`config.mk`:
```
export PLATFORM = sky130hd
export DESIGN_NAME = io_interconnect
export DESIGN_NICKNAME = d
export VERILOG_FILES = /design/src/rtl/io_interconnect_pkg.sv /design/src/rtl/rr_arbiter.sv /design/src/rtl/io_interconnect.sv
export SDC_FILE = /design/constraint.sdc
export NUM_CORES = 1
export LEC_CHECK = 0
export CAP_MARGIN = 10
export CORE_AREA = 2 2 162 164
export DETAILED_ROUTE_END_ITERATION = 7
export DIE_AREA = 0 0 164 166
export SETUP_SLACK_MARGIN = 0.4
export SLEW_MARGIN = 5
export SYNTH_ARGS = -nofsm -noshare
export SYNTH_HDL_FRONTEND = slang
export SYNTH_SLANG_ARGS = --single-unit
```
`constraint.sdc`:
```
create_clock -name clk -period 8.3 [get_ports clk]
set_clock_uncertainty 0.1 [all_clocks]
set_input_delay 1.66 -clock clk [delete_from_list [all_inputs] [get_ports clk]]
set_output_delay 1.66 -clock clk [all_outputs]
set_load 0.03 [all_outputs]
```
`src/rtl/io_interconnect_pkg.sv`:
```
// Shared IO request/response packet definitions for the core-to-bus interconnect.
// Latency: n/a (types and constants only).
// Backpressure: n/a.
`ifndef NUM_CORES
`define NUM_CORES 4
`endif

package io_interconnect_pkg;

    // Core index width; a single-core build still carries a 1-bit field.
    localparam int CORE_ID_W    = (`NUM_CORES > 1) ? $clog2(`NUM_CORES) : 1;
    localparam int THREAD_IDX_W = 2;

    typedef logic [CORE_ID_W-1:0]    core_id_t;
    typedef logic [THREAD_IDX_W-1:0] thread_idx_t;

    typedef struct packed {
        logic        store;
        logic [31:0] address;
        logic [31:0] value;
        thread_idx_t thread_idx;
    } ioreq_packet_t;

    typedef struct packed {
        core_id_t    core;
        thread_idx_t thread_idx;
        logic [31:0] read_value;
    } iorsp_packet_t;

endpackage

```
`src/rtl/rr_arbiter.sv`:
```
// Round-robin arbiter: grants the first active requester at or after the priority pointer.
// Latency: grant is combinational from request; pointer moves on the clock after update_lru.
// Backpressure: pointer only advances when the grant is actually consumed (update_lru).
module rr_arbiter #(
    parameter int  NUM_REQUESTERS = 4,
    localparam int IDX_W          = (NUM_REQUESTERS > 1) ? $clog2(NUM_REQUESTERS) : 1
) (
    input  logic                      clk,
    input  logic                      reset,
    input  logic [NUM_REQUESTERS-1:0] request,
    input  logic                      update_lru,
    output logic [NUM_REQUESTERS-1:0] grant_oh,
    output logic [IDX_W-1:0]          grant_idx,
    output logic                      grant_any
);

    logic [IDX_W-1:0] prio;

    // Pick the requester with the smallest circular distance from the priority pointer.
    always_comb begin
        grant_oh  = '0;
        grant_idx = '0;
        grant_any = 1'b0;
        for (int k = 0; k < NUM_REQUESTERS; k++) begin
            for (int j = 0; j < NUM_REQUESTERS; j++) begin
                if (!grant_any && request[j] &&
                    (((j >= int'(prio)) ? (j - int'(prio))
                                        : (j + NUM_REQUESTERS - int'(prio))) == k)) begin
                    grant_any   = 1'b1;
                    grant_idx   = IDX_W'(j);
                    grant_oh[j] = 1'b1;
                end
            end
        end
    end

    // Move priority to the requester just after the one that was served.
    always_ff @(posedge clk or posedge reset) begin
        if (reset) begin
            prio <= '0;
        end else if (update_lru && grant_any) begin
            prio <= (int'(grant_idx) == NUM_REQUESTERS - 1) ? '0 : grant_idx + 1'b1;
        end
    end

endmodule

```
`src/rtl/io_interconnect.sv`:
```
// Serialises per-core IO requests onto a single external bus and broadcasts the response.
// Latency: grant N, bus strobe N+1, response one cycle after io_ack is sampled (min 3 cycles/txn).
// Backpressure: one transaction in flight; ii_ready stays low until the response cycle has passed.
module io_interconnect
    import io_interconnect_pkg::*;
#(
    parameter int NUM_CORES = `NUM_CORES
) (
    input  logic                 clk,
    input  logic                 reset,
    input  logic [NUM_CORES-1:0] ior_request_valid,
    input  ioreq_packet_t        ior_request [NUM_CORES],
    output logic [NUM_CORES-1:0] ii_ready,
    output logic                 ii_response_valid,
    output iorsp_packet_t        ii_response,
    output logic                 io_write_en,
    output logic                 io_read_en,
    output logic [31:0]          io_address,
    output logic [31:0]          io_write_data,
    input  logic [31:0]          io_read_data,
    input  logic                 io_ack
);

    localparam int IDX_W = (NUM_CORES > 1) ? $clog2(NUM_CORES) : 1;

    typedef enum logic [1:0] {
        S_IDLE,
        S_BUS,
        S_RESPOND
    } state_t;

    state_t               state;
    state_t               next_state;
    logic [NUM_CORES-1:0] grant_oh;
    logic [IDX_W-1:0]     grant_idx;
    logic                 grant_any;
    logic                 grant_accept;
    ioreq_packet_t        granted_pkt;
    logic [IDX_W-1:0]     lat_core;
    thread_idx_t          lat_thread;

    rr_arbiter #(
        .NUM_REQUESTERS (NUM_CORES)
    ) u_arb (
        .clk        (clk),
        .reset      (reset),
        .request    (ior_request_valid),
        .update_lru (grant_accept),
        .grant_oh   (grant_oh),
        .grant_idx  (grant_idx),
        .grant_any  (grant_any)
    );

    // Select the granted core's packet with a one-hot mux.
    always_comb begin
        granted_pkt = '0;
        for (int i = 0; i < NUM_CORES; i++) begin
            if (grant_oh[i]) begin
                granted_pkt = ior_request[i];
            end
        end
    end

    // Next-state logic; ii_ready is only ever raised for the winner while idle.
    always_comb begin
        next_state   = state;
        ii_ready     = '0;
        grant_accept = 1'b0;
        case (state)
            S_IDLE: begin
                if (grant_any && !reset) begin
                    ii_ready     = grant_oh;
                    grant_accept = 1'b1;
                    next_state   = S_BUS;
                end
            end
            S_BUS: begin
                if (io_ack) begin
                    next_state = S_RESPOND;
                end
            end
            S_RESPOND: begin
                next_state = S_IDLE;
            end
            default: begin
                next_state = S_IDLE;
            end
        endcase
    end

    // State register.
    always_ff @(posedge clk or posedge reset) begin
        if (reset) begin
            state <= S_IDLE;
        end else begin
            state <= next_state;
        end
    end

    // Latch the granted request, drive the bus, and form the one-cycle response.
    always_ff @(posedge clk or posedge reset) begin
        if (reset) begin
            lat_core          <= '0;
            lat_thread        <= '0;
            io_address        <= '0;
            io_write_data     <= '0;
            io_read_en        <= 1'b0;
            io_write_en       <= 1'b0;
            ii_response_valid <= 1'b0;
            ii_response       <= '0;
        end else begin
            ii_response_valid <= 1'b0;
            if (grant_accept) begin
                lat_core      <= grant_idx;
                lat_thread    <= granted_pkt.thread_idx;
                io_address    <= granted_pkt.address;
                io_write_data <= granted_pkt.value;
                io_read_en    <= !granted_pkt.store;
                io_write_en   <= granted_pkt.store;
            end
            if (state == S_BUS && io_ack) begin
                io_read_en              <= 1'b0;
                io_write_en             <= 1'b0;
                ii_response_valid       <= 1'b1;
                ii_response.core        <= core_id_t'(lat_core);
                ii_response.thread_idx  <= lat_thread;
                // io_write_en is still high here for a store, so it selects the zero value.
                ii_response.read_value  <= io_write_en ? 32'h0 : io_read_data;
            end
        end
    end

endmodule
```
Yosys cells after proc, flatten, opt, wreduce, memory -nomap -nowiden
Index checks and enable logic that the tools add are counted.
Cells by class
  magnitude comparators: 3
  reduce and logical (&&, ||, !) cells: 58
  eq/ne operators: 16
  muxes and demuxes: 67
  add/sub/neg operators: 8
Operators by type and width (count)
  67-bit 2-to-1 mux: 4
  32-bit by 3-bit equality test with 1-bit output, second input constant: 8
  32-bit by 2-bit equality test with 1-bit output, second input constant: 4
  32-bit logical NOT: 4
  32-bit 2-to-1 mux: 4
  1-bit 2-to-1 mux: 39
  1-bit logical AND: 34
  2-bit 2-to-1 mux: 17
  1-bit logical NOT: 17
  3-bit by 2-bit subtractor with 4-bit output, first input constant: 3
  4-bit 2-to-1 mux: 2
  1-bit by 2-bit subtractor with 3-bit output, first input constant: 2
  2-bit by 2-bit subtractor with 3-bit output, first input constant: 2
  2-bit by 1-bit equality test with 1-bit output, second input constant: 2
  1-bit by 2-bit greater-or-equal comparator with 1-bit output, first input constant: 2
  2-bit inequality test, second input constant: 2
  2-bit case mux with 2 select lines: 1
  2-bit by 1-bit adder with 2-bit output, second input constant: 1
  2-bit greater-or-equal comparator, first input constant: 1
  2-bit logical NOT: 1
  2-bit AND reduction: 1
  2-bit nonzero test: 1
Word-level totals
  register bits after elaboration: 111
  output and inout bits: 107

Longest topological paths before layout
  depth in word-level cells: 70
  mapped depth: 9

By module
From an unflattened synthesis, not the netlist that was laid out.
Second synthesis, totals
  cell total of the unflattened synthesis: 830
  area total of the unflattened synthesis: 6717.7 µm²
Modules (own cells, without submodules)
  io_interconnect: cells an instance 784, seq. area each 2727.6 µm², instances 1, area an instance 6403.6 µm²
  rr_arbiter: cells an instance 46, seq. area each 50.0 µm², instances 1, area an instance 314.1 µm²

Least setup slack after synthesis
OpenSTA, ideal clock, no wires.
  kind: input port to output port
  from: input reset
  to: output ii_ready[0]
  arrival time: 2.906 ns
  data required time: 6.540 ns
  slack: 3.634 ns
  stages: 5
  buffers on the path: 2
  path through: nor3_1 > a21boi_1 > buf_2 > buf_2 > and3_1
Between the ends
  word-level cells in the longest chain between the ends: 4
RTL lines
  start, declared: RTL line io_interconnect.sv:10  | input logic reset,
  1-bit logical NOT (no source line)
  1-bit logical AND: RTL line io_interconnect.sv:71  | if (grant_any && !reset) begin
  4-bit 2-to-1 mux: RTL line io_interconnect.sv:71
  4-bit 2-to-1 mux: RTL line io_interconnect.sv:69  | case (state)
  end, declared: RTL line io_interconnect.sv:13  | output logic [NUM_CORES-1:0] ii_ready,
Every way passes these cells.

Worst setup path in the final report
  from: input reset
  to: output ii_ready[3]
The elaborated chain is that of the path after synthesis.

==> results.ini <==
[status]
outcome=finished, final reports clean

[logic_synthesis]
ys_warn_count=0
synth_seq_cells=111
synth_cell_types=31
synth_seq_area_share_pct=44.3
netlist_area_um2=6260
syn-num-nets=990
async_flop_share_pct=100
synth_edf_count=0
synth_cells=683
syn_avg_cell_area_um2=9.17
synthFlopType=dfrtp_1

[placement]
place_congestion=0.790
portBuffers=413
detailed_place_hpwl_um=18600
place_area_um2=10500

[cells_and_area]
area_growth_pct=73.5
stdcell_area_um2=10900
diodes=0
fin_util_pct=42.4
layout-drive-gt1-share_pct=4.04
num-fill-cells=2559
final_nets=1342

[setup_path]
worstSetupStartpoint=reset
rr_endpoint=io_read_en
worst-path-buf-inv=2
path_delay_family=simple AND/OR/NAND/NOR gates
worst_ep_required_time_ns=6.54
worstSetupEndpoint=ii_ready[3]
crit_arrival_ns=4.43
path_depth=5
start_kind=primary input
path_cells=clkdlybuf4s50_1, nor3_1, nand2_4, nor2_1, clkdlybuf4s50_1
critPathMaxStageDelay_ns=0.70
crit_top_cell=clkdlybuf4s50_1
r2r_start=state[0]
reg2reg_slack_ns=4.98
worstSetupEndpointType=primary output
path_max_fanout=73
slowest_stage=clkdlybuf4s50_1
crit_type=primary input to primary output
ff2ff_path_depth=6

[routing]
post-route-drc-count=0
first_pass_iters=6
vias=6787
vias_per_cell=4.94
ant_nets=0
post_drt_wl_per_cell_um=19.2
wirelength_um=26400
drt_iter0_drc=301

[floorplanning]
die_w_um=164
core_area_um2=25600
boundaryPins=414
die_y_um=166
rows=59
dieArea_um2=27200
start_util_pct=24.5

[pwr]
powerDensity_nw_per_um2=315
ir_drop_mv=0.163
p_leak_nw=4.08

[clock_tree]
root_buffer=clkbuf_16
cts-htree-levels=3
cts-resized-gates=0
cts_buffers=9
cts_tree=built
path_clk_slew_ns=0.07
post-cts-setup-buffers=0
cts_sinks=111
cts_buffer_depth=2
clock_latency_ns=0.35
hold_buffers=0

[worst_hold_path]
holdCritPathClass=flip-flop to flip-flop
holdPathStages=2

[timing]
rsz0062_at_grt=no
setup_violations=0
fin_hold_ws_ns=0.379
worstMarginPinSlew_ns=1.12
maxSlewViolCount=0
fmax_mhz=161
fin_crit_sh_pct=74.6
finalSetupTns_ns=0
period_needed_ns=6.19
relSlewSlack_pct=25.3
hold_viol=0

[global_routing]
grt_antenna_before_repair=0
grt-ovfl-total=0
grt_max_degree=106
grt_usage_pct=18.8
grt_pass1_vias=6773
grt_pass1_wl_um=39700

[flow_run]
cap_violations=0

Yosys cell counts, types with 8 or more instances:
library cell / count / area share (%)
nand2_1: 118 / 7.1
dfrtp_1: 111 / 44
o211ai_1: 68 / 8.1
a2bb2oi_1: 67 / 9.4
o21ai_1: 67 / 5.4
a221oi_1: 56 / 7.8
clkbuf_1: 46 / 2.8
o21ai_0: 36 / 2.9
nand2b_1: 33 / 3.3
buf_2: 26 / 2.1
a221oi_2: 11 / 2.6
nor2_1: 8 / 0.48
worst min path at each step:
stage / startpoint / end / slack [ns]
after floorplan: lat_core[0] / ii_response[34] / 0.34
after global placement: lat_core[1] / ii_response[35] / 0.35
after detailed placement: lat_core[1] / ii_response[35] / 0.36
after CTS: lat_core[1] / ii_response[35] / 0.38
after global routing: ii_response[35] / ii_response[35] / 0.41
final: lat_core[1] / ii_response[35] / 0.38
cells in the final DEF (no fill, tap or decap), types with 2 or more instances in the layout:
| cell | synthesis | layout |
|---|---|---|
| buf_4 | 1 | 6 |
| nand3_1 | 3 | 3 |
| a31oi_1 | 2 | 2 |
| o211ai_1 | 68 | 68 |
| o21a_1 | 2 | 2 |
| nor2_1 | 8 | 8 |
| o21ai_1 | 67 | 67 |
| nand2b_1 | 33 | 33 |
| clkdlybuf4s50_1 | 0 | 413 |
| inv_8 | 0 | 2 |
| a221oi_1 | 56 | 56 |
| dfrtp_1 | 111 | 111 |
| o21ai_0 | 36 | 36 |
| nor2b_1 | 4 | 4 |
| nand2_1 | 118 | 115 |
| a2bb2oi_1 | 67 | 67 |
| nand2_4 | 0 | 3 |
| clkbuf_16 | 0 | 9 |
| inv_1 | 4 | 3 |
| a221oi_2 | 11 | 11 |
sequential cells by signal, summed over array words and instances (netlist names):
name	cells
ii_response_valid	1
io_write_data	32
u_arb.prio	2
io_write_en	1
state	2
ii_response	36
io_address	32
lat_thread	2
lat_core	2
io_read_en	1
power by group:
group / switching, mW / leakage, nW / internal, mW
sequential: 0.140 / 1.40 / 0.783
clock: 0.224 / 0.146 / 0.239
combinational: 1.17 / 2.54 / 0.866
total: 1.54 / 4.08 / 1.89
layout make-up:
type,instances,area [um2],share of cell area (%)
timing repair buffer,420,4200,38.6
multi-input combinational,489,3150,29.0
sequential,111,2780,25.6
tap,335,419,3.86
clock buffer,9,225,2.07
clock inverter,6,77.6,0.714
inverter,4,17.5,0.161
worst reg2reg max path, cell delays in order, from the launching register on:
cell and delay [ns]:
dfrtp_1 0.38, nor3_1 0.60, a21boi_4 0.29, buf_4 0.36
buf_4 0.94, o211ai_1 0.27, o211a_1 0.28
metal layers:
metal	routed length (um)	vias up	part of all wire (%)	global-route usage [%]
li1	-	3300	-	-
met2	12800	283	48	31.8
met4	341	0	1.3	3.81
met5	0	-	0	0
met3	2060	24	7.8	5.22
met1	11200	3180	42	23.8
kinds of logic after synthesis:
kind of cell    share of synthesized area, %
flops                                   44.3
buf+inv                                 6.03
compound gates                          37.4
simple gates                            12.3
metrics by stage:
stage	worst slack (ns)	power, mW	instances
2_1_floorplan	3.61	2.13	683
3_3_place_gp	2.07	2.97	1358
3_5_place_dp	2.04	2.99	1358
4_1_cts	2.04	3.47	1373
5_1_grt	1.96	3.65	1374
6_report	2.11	3.42	1374
(Power assumes the default switching activity.)
